$ cat config.mk
export PLATFORM = sky130hd
export DESIGN_NAME = seq_pattern_tx
export DESIGN_NICKNAME = d
export VERILOG_FILES = /design/src/rtl/seq_pattern_pkg.sv /design/src/rtl/seq_bit_counter.sv /design/src/rtl/seq_pattern_tx.sv
export SDC_FILE = /design/constraint.sdc
export NUM_CORES = 1
export LEC_CHECK = 0
export BUFFER_PORTS_ARGS = -buffer_cell sky130_fd_sc_hd__buf_2
export CORE_AREA = 5 5 69 71
export CTS_CLUSTER_DIAMETER = 60
export DETAILED_ROUTE_END_ITERATION = 8
export DIE_AREA = 0 0 74 76
export PLACE_DENSITY_LB_ADDON = 0.12
export SYNTH_ARGS = -nofsm -noshare
export SYNTH_HDL_FRONTEND = slang
export SYNTH_SLANG_ARGS = --single-unit
$ cat constraint.sdc
create_clock -name clk -period 2.1 [get_ports clk]
set_clock_uncertainty 0.1 [all_clocks]
set_input_delay 0.42 -clock clk [delete_from_list [all_inputs] [get_ports clk]]
set_output_delay 0.42 -clock clk [all_outputs]
set_load 0.01 [all_outputs]
$ cat src/rtl/seq_pattern_pkg.sv
// Shared definitions for the serial pattern transmitter: default width,
// repetition field width and the controller state encoding.
package seq_pattern_pkg;

    // Default pattern register width in bits.
    localparam int unsigned SEQ_W_DEFAULT = 16;

    // Width of the extra-repetition field (pattern is sent rep+1 times).
    localparam int unsigned SEQ_REP_W = 4;

    // Transmitter controller states.
    typedef enum logic [1:0] {
        ST_IDLE  = 2'd0,
        ST_SHIFT = 2'd1,
        ST_DONE  = 2'd2
    } seq_state_e;

endpackage

$ cat src/rtl/seq_bit_counter.sv
// Bit-index and repetition counter for the serial pattern transmitter.
// idx_o is the index of the bit currently on the line; wrap_o flags that the
// next step restarts the pattern, end_o that the current bit is the last one.
module seq_bit_counter
    import seq_pattern_pkg::*;
#(
    parameter int unsigned LW = 5
) (
    input  logic                 clk,
    input  logic                 reset,
    input  logic                 load_i,
    input  logic [LW-1:0]        len_i,
    input  logic [SEQ_REP_W-1:0] rep_i,
    input  logic                 dec_i,
    output logic [LW-1:0]        idx_o,
    output logic                 wrap_o,
    output logic                 end_o
);

    logic [LW-1:0]        idx_q;
    logic [LW-1:0]        last_idx_q;
    logic [SEQ_REP_W-1:0] rep_q;
    logic                 last_bit;

    assign last_bit = (idx_q == last_idx_q);
    assign wrap_o   = last_bit && (rep_q != '0);
    assign end_o    = last_bit && (rep_q == '0);
    assign idx_o    = idx_q;

    // Load the run parameters on acceptance, then advance one bit per step,
    // wrapping to bit 0 and consuming one repetition at the end of each pass.
    always_ff @(posedge clk or posedge reset) begin
        if (reset) begin
            idx_q      <= '0;
            last_idx_q <= '0;
            rep_q      <= '0;
        end else if (load_i) begin
            idx_q      <= '0;
            last_idx_q <= len_i - LW'(1);
            rep_q      <= rep_i;
        end else if (dec_i) begin
            if (!last_bit) begin
                idx_q <= idx_q + LW'(1);
            end else if (rep_q != '0) begin
                idx_q <= '0;
                rep_q <= rep_q - SEQ_REP_W'(1);
            end
        end
    end

endmodule

$ cat src/rtl/seq_pattern_tx.sv
// Serial pattern transmitter: captures a W-bit pattern with a length and a
// repetition count, then streams it LSB first, one bit per clock, followed by
// a one-cycle done pulse. All outputs come straight from flops.
module seq_pattern_tx
    import seq_pattern_pkg::*;
#(
    parameter int unsigned W  = SEQ_W_DEFAULT,
    parameter int unsigned LW = $clog2(W + 1)
) (
    input  logic                 clk,
    input  logic                 reset,
    input  logic                 ld_valid,
    input  logic [W-1:0]         ld_data,
    input  logic [LW-1:0]        ld_len,
    input  logic [SEQ_REP_W-1:0] ld_rep,
    output logic                 ld_ready,
    output logic                 o_d,
    output logic                 o_valid,
    output logic                 busy,
    output logic                 done
);

    localparam logic [LW-1:0] W_L = LW'(W);

    seq_state_e    state_q;
    logic [W-1:0]  pat_q;
    logic          o_d_q;
    logic          o_valid_q;
    logic          busy_q;
    logic          done_q;
    logic          ld_ready_q;

    logic          accept;
    logic [LW-1:0] len_eff;
    logic [LW-1:0] idx;
    logic          wrap;
    logic          last_pass_end;
    logic [W-1:0]  pat_sh;
    logic          next_bit;

    assign accept = ld_valid && ld_ready_q;

    // Out-of-range lengths (0 or above W) fall back to the full pattern width.
    always_comb begin
        len_eff = ld_len;
        if ((ld_len == '0) || (ld_len > W_L)) begin
            len_eff = W_L;
        end
    end

    // Bit that goes on the line at the next edge while shifting.
    always_comb begin
        pat_sh   = pat_q >> (idx + LW'(1));
        next_bit = wrap ? pat_q[0] : pat_sh[0];
    end

    seq_bit_counter #(
        .LW (LW)
    ) u_cnt (
        .clk    (clk),
        .reset  (reset),
        .load_i (accept),
        .len_i  (len_eff),
        .rep_i  (ld_rep),
        .dec_i  (state_q == ST_SHIFT),
        .idx_o  (idx),
        .wrap_o (wrap),
        .end_o  (last_pass_end)
    );

    // Controller FSM with registered outputs; bit 0 is launched on the
    // acceptance edge so it appears in the very next cycle.
    always_ff @(posedge clk or posedge reset) begin
        if (reset) begin
            state_q    <= ST_IDLE;
            pat_q      <= '0;
            o_d_q      <= 1'b0;
            o_valid_q  <= 1'b0;
            busy_q     <= 1'b0;
            done_q     <= 1'b0;
            ld_ready_q <= 1'b1;
        end else begin
            case (state_q)
                ST_IDLE: begin
                    done_q <= 1'b0;
                    if (accept) begin
                        pat_q      <= ld_data;
                        o_d_q      <= ld_data[0];
                        o_valid_q  <= 1'b1;
                        busy_q     <= 1'b1;
                        ld_ready_q <= 1'b0;
                        state_q    <= ST_SHIFT;
                    end
                end
                ST_SHIFT: begin
                    if (last_pass_end) begin
                        o_d_q     <= 1'b0;
                        o_valid_q <= 1'b0;
                        done_q    <= 1'b1;
                        state_q   <= ST_DONE;
                    end else begin
                        o_d_q <= next_bit;
                    end
                end
                ST_DONE: begin
                    done_q     <= 1'b0;
                    busy_q     <= 1'b0;
                    ld_ready_q <= 1'b1;
                    state_q    <= ST_IDLE;
                end
                default: begin
                    o_d_q      <= 1'b0;
                    o_valid_q  <= 1'b0;
                    done_q     <= 1'b0;
                    busy_q     <= 1'b0;
                    ld_ready_q <= 1'b1;
                    state_q    <= ST_IDLE;
                end
            endcase
        end
    end

    assign ld_ready = ld_ready_q;
    assign o_d      = o_d_q;
    assign o_valid  = o_valid_q;
    assign busy     = busy_q;
    assign done     = done_q;

endmodule

==> results.md <==
- HP Class: input port to asynchronous set/reset pin
- Clock Sinks: 37
- Sequential fraction of the synthesis area: between 40% and 50%
- CP endpoint kind: register
- Dpl ws: -0.122 ns
- WL per Instance: about 13 um
- Max-Cap Viols: 0
- Num ports: 33
- Die Y: 76 um
- Routed WL: 4000 um
- Worst vdd ir: 0.581 mV
- Number of remaining DRC errors: 0
- Simple-gate portion of the synthesized area: between 20% and 30%
- Sw Share: roughly 38%
- Clk slew on worst S/H paths: 0.08 ns
- CTS tree: done
- Crit-path max FO: 3
- Netlist cell types: 39
- Syn_nets: 236
- Power share of the clock group: between 15 and 20%
- Net Sw Power: around 1.2 mW
- Largest family of logic cells by synthesized area: simple AND/OR/NAND/NOR gates
- Status: complete, no violations
- Synthesis-to-finish area growth: 22.4%
- Syn avg cell area: about 9.5 um^2
- Syn Inst Count: ~200
- Worst Hold Slack: 0.123 ns
- Critical Path Start Type: register
- # port buffers: 32
- Insertion delay to the later sink of the worst-skew pair: 0.29 ns
- Number of synthesized flops with an enable pin: 0
- Setup violators final: 0
- Initial Utilization: a little under half
- Reg power frac: ~39%
- Initial antenna violation count: 0
- CTS Hold Bufs: 0
- First-pass GRT wire length: 7100 um
- Critical path class: register to register
- RSZ-0062 raised after global routing: false
- Compound-Gate Fraction of Synth Area: around a tenth
- Overall track demand over capacity in global routing: about 16%
- Layout cell share with drive strength beyond 1: 29.5%
- Seq cells post-synth: 37
- Drt pass-1 iters: 4
- Most frequent cell after synthesis: nand2_1
- Total gr overflow: 0
- Combinational Power Share: around 45%
- Largest net degree at the start of global routing: 38
- F_max: between 500 and 600 MHz
- Top cells by area, synth: dfrtp_1 (46%), nand2_1 (11%), mux4_2 (4.6%)
- Slew margin rel.: approximately three fifths
- Diodes inserted: 0
- Final hold viol count: 0
- Worst r2r src: u_cnt.idx_o[1]$_DFFE_PP0P_
- Critical path startpoint: u_cnt.idx_o[1]$_DFFE_PP0P_
- Final min period: between 1.5 and 2 ns
- Vias in the first global route: ~1.6k
- Synth Area in Adders: 3.23%
- Most frequent cells after synthesis: nand2_1 (57), dfrtp_1 (36), nor2_1 (14), xor2_1 (9), inv_1 (8)
- Final Worst Setup Slack: between 0.1 and 0.15 ns
- Fin. max-slew vios: 0
- GPL Wtd Cong: 0.833
- Final TNS setup: 0 ns
- Overall die width: about 74 um
- Nets: roughly 290
- Die ar.: approximately 5600 um^2
- Slew @ Worst Pin: a little under 0.6 ns
- Post-Syn Area: approximately 1900 um^2
- Vias: ~1.5k
- Worst-case reg-to-reg path depth: 5
- Core Region: around 4200 um^2
- Final HPWL DP: ~3000 um
- Antenna-violating nets left: 0
- CTS HTree Levels: 2
- Final worst path period share: 95.1%
- Via density: 5.06
- Internal: between 1.5 and 2 mW
- Yosys Warn Count: 0
- Total CTS buffers: 5
- XOR/XNOR share of the synthesized area: 5.42%
- 1st-iter DRT viols: 95
- Synth area leader: dfrtp_1
- Clock buffer depth: 2
- Asr flop ratio synth: 100%
- Tot Pwr: 3.07 mW
- Crit path required time: between 2 and 2.5 ns
- Synth top area share: between 40 and 50%
- Root buf cell: clkbuf_8
- Mux cell area share after synthesis: 7.42%
- Leakage: about 1.2 nW
- Primary FF master, synth: dfrtp_1
- Worst reg-to-reg setup slack: approximately 0.10 ns
- Cell row count: 24
- Worst EP arrival: approximately 2.1 ns
- PwrDens: between 1000 and 1500 nW/um^2
[routing by layer]
metal  vias to the layer above  routed length [um]  track usage [%]
met4                         0                  40             4.89
met1                       725                1800             21.2
met5                         -                   0                0
met3                         4                 202             4.49
li1                        787                   -                -
met2                        31                1960             25.7
[flip-flops by register name, summed over array words and instances (netlist names)]
name,flops
busy,1
done,1
ld_ready,1
o_d,1
o_valid,1
pat_q,16
state_q,2
u_cnt.idx_o,5
u_cnt.last_idx_q,5
u_cnt.rep_q,4
[power groups by stage]
stage	sequential, mW	clock (mW)	combinational, mW
3_5_place_dp	1.22	0	1.38
4_1_cts	1.20	0.529	1.39
2_1_floorplan	1.19	0	0.996
5_1_grt	1.24	0.558	1.55
6_report	1.20	0.508	1.37
3_3_place_gp	1.21	0	1.36
[layout by cell type, fill, tap and decap left out, types with 3 or more instances in the layout]
cell type | synthesis | layout
o21ai_0 | 5 | 5
a22oi_1 | 3 | 3
mux4_2 | 4 | 4
nand2_1 | 57 | 57
xnor2_1 | 3 | 3
nor3_1 | 4 | 4
o31ai_1 | 3 | 3
nand3_1 | 5 | 5
buf_2 | 1 | 32
buf_4 | 0 | 18
a31oi_1 | 3 | 3
ha_1 | 5 | 3
o21ai_1 | 3 | 3
nor2_1 | 14 | 14
nand2b_1 | 5 | 5
inv_1 | 8 | 8
a21oi_1 | 3 | 3
xor2_1 | 9 | 9
dfrtp_1 | 36 | 36
clkbuf_8 | 0 | 5
mux2_2 | 3 | 3
[stage by stage]
| stage | instance area (um^2) | util [%] | cells |
|---|---|---|---|
| final | 2370 | 56.8 | 306 |
| after floorplan | 1950 | - | 203 |
| after CTS | 2370 | 56.8 | 306 |
| after detailed placement | 2280 | 54.6 | 298 |
| after global placement | 2280 | 54.6 | 298 |
| after global routing | 2370 | 56.8 | 306 |
[final timing paths]
kind	endpoint
max in group asynchronous	ld_ready$_DFFE_PP1P_
worst min register to register	pat_q[10]$_DFFE_PP0P_
worst max-delay path	o_d$_DFFE_PP0P_
worst max register to register	o_d$_DFFE_PP0P_
worst min-delay path	pat_q[6]$_DFFE_PP0P_
min in group clk	pat_q[9]$_DFFE_PP0P_
[critical path, cell delays in order (launching register included)]
cell,delay (ns)
dfrtp_1,0.38
ha_2,0.37
mux4_2,0.51
mux2_2,0.27
o211ai_1,0.15
o211ai_1,0.09
[final cells by class]
cell class                      instances  area, um^2
Fill cell                             398        1800
Multi-Input combinational cell        151         965
Sequential cell                        37         927
Timing Repair Buffer                   50         295
Clock buffer                            5        68.8
Tap cell                               52        65.1
Inverter                                8        30.0
Clock inverter                          3        21.3
[kinds of logic after synthesis]
logic type | count (synthesis)
AOI/OAI and AO/OA | 27
adders and majority gates | 5
buffers and inverters | 15
xor gates and xnor gates | 12
and+or+nand+nor | 98
DFF | 37
muxes | 9
[what timing repair did]
item	4_1_cts	5_1_grt
resized for setup	0	1
setup endpoints to repair	0	1
buffers inserted	0	0
Power figures use the tool's default switching activity.
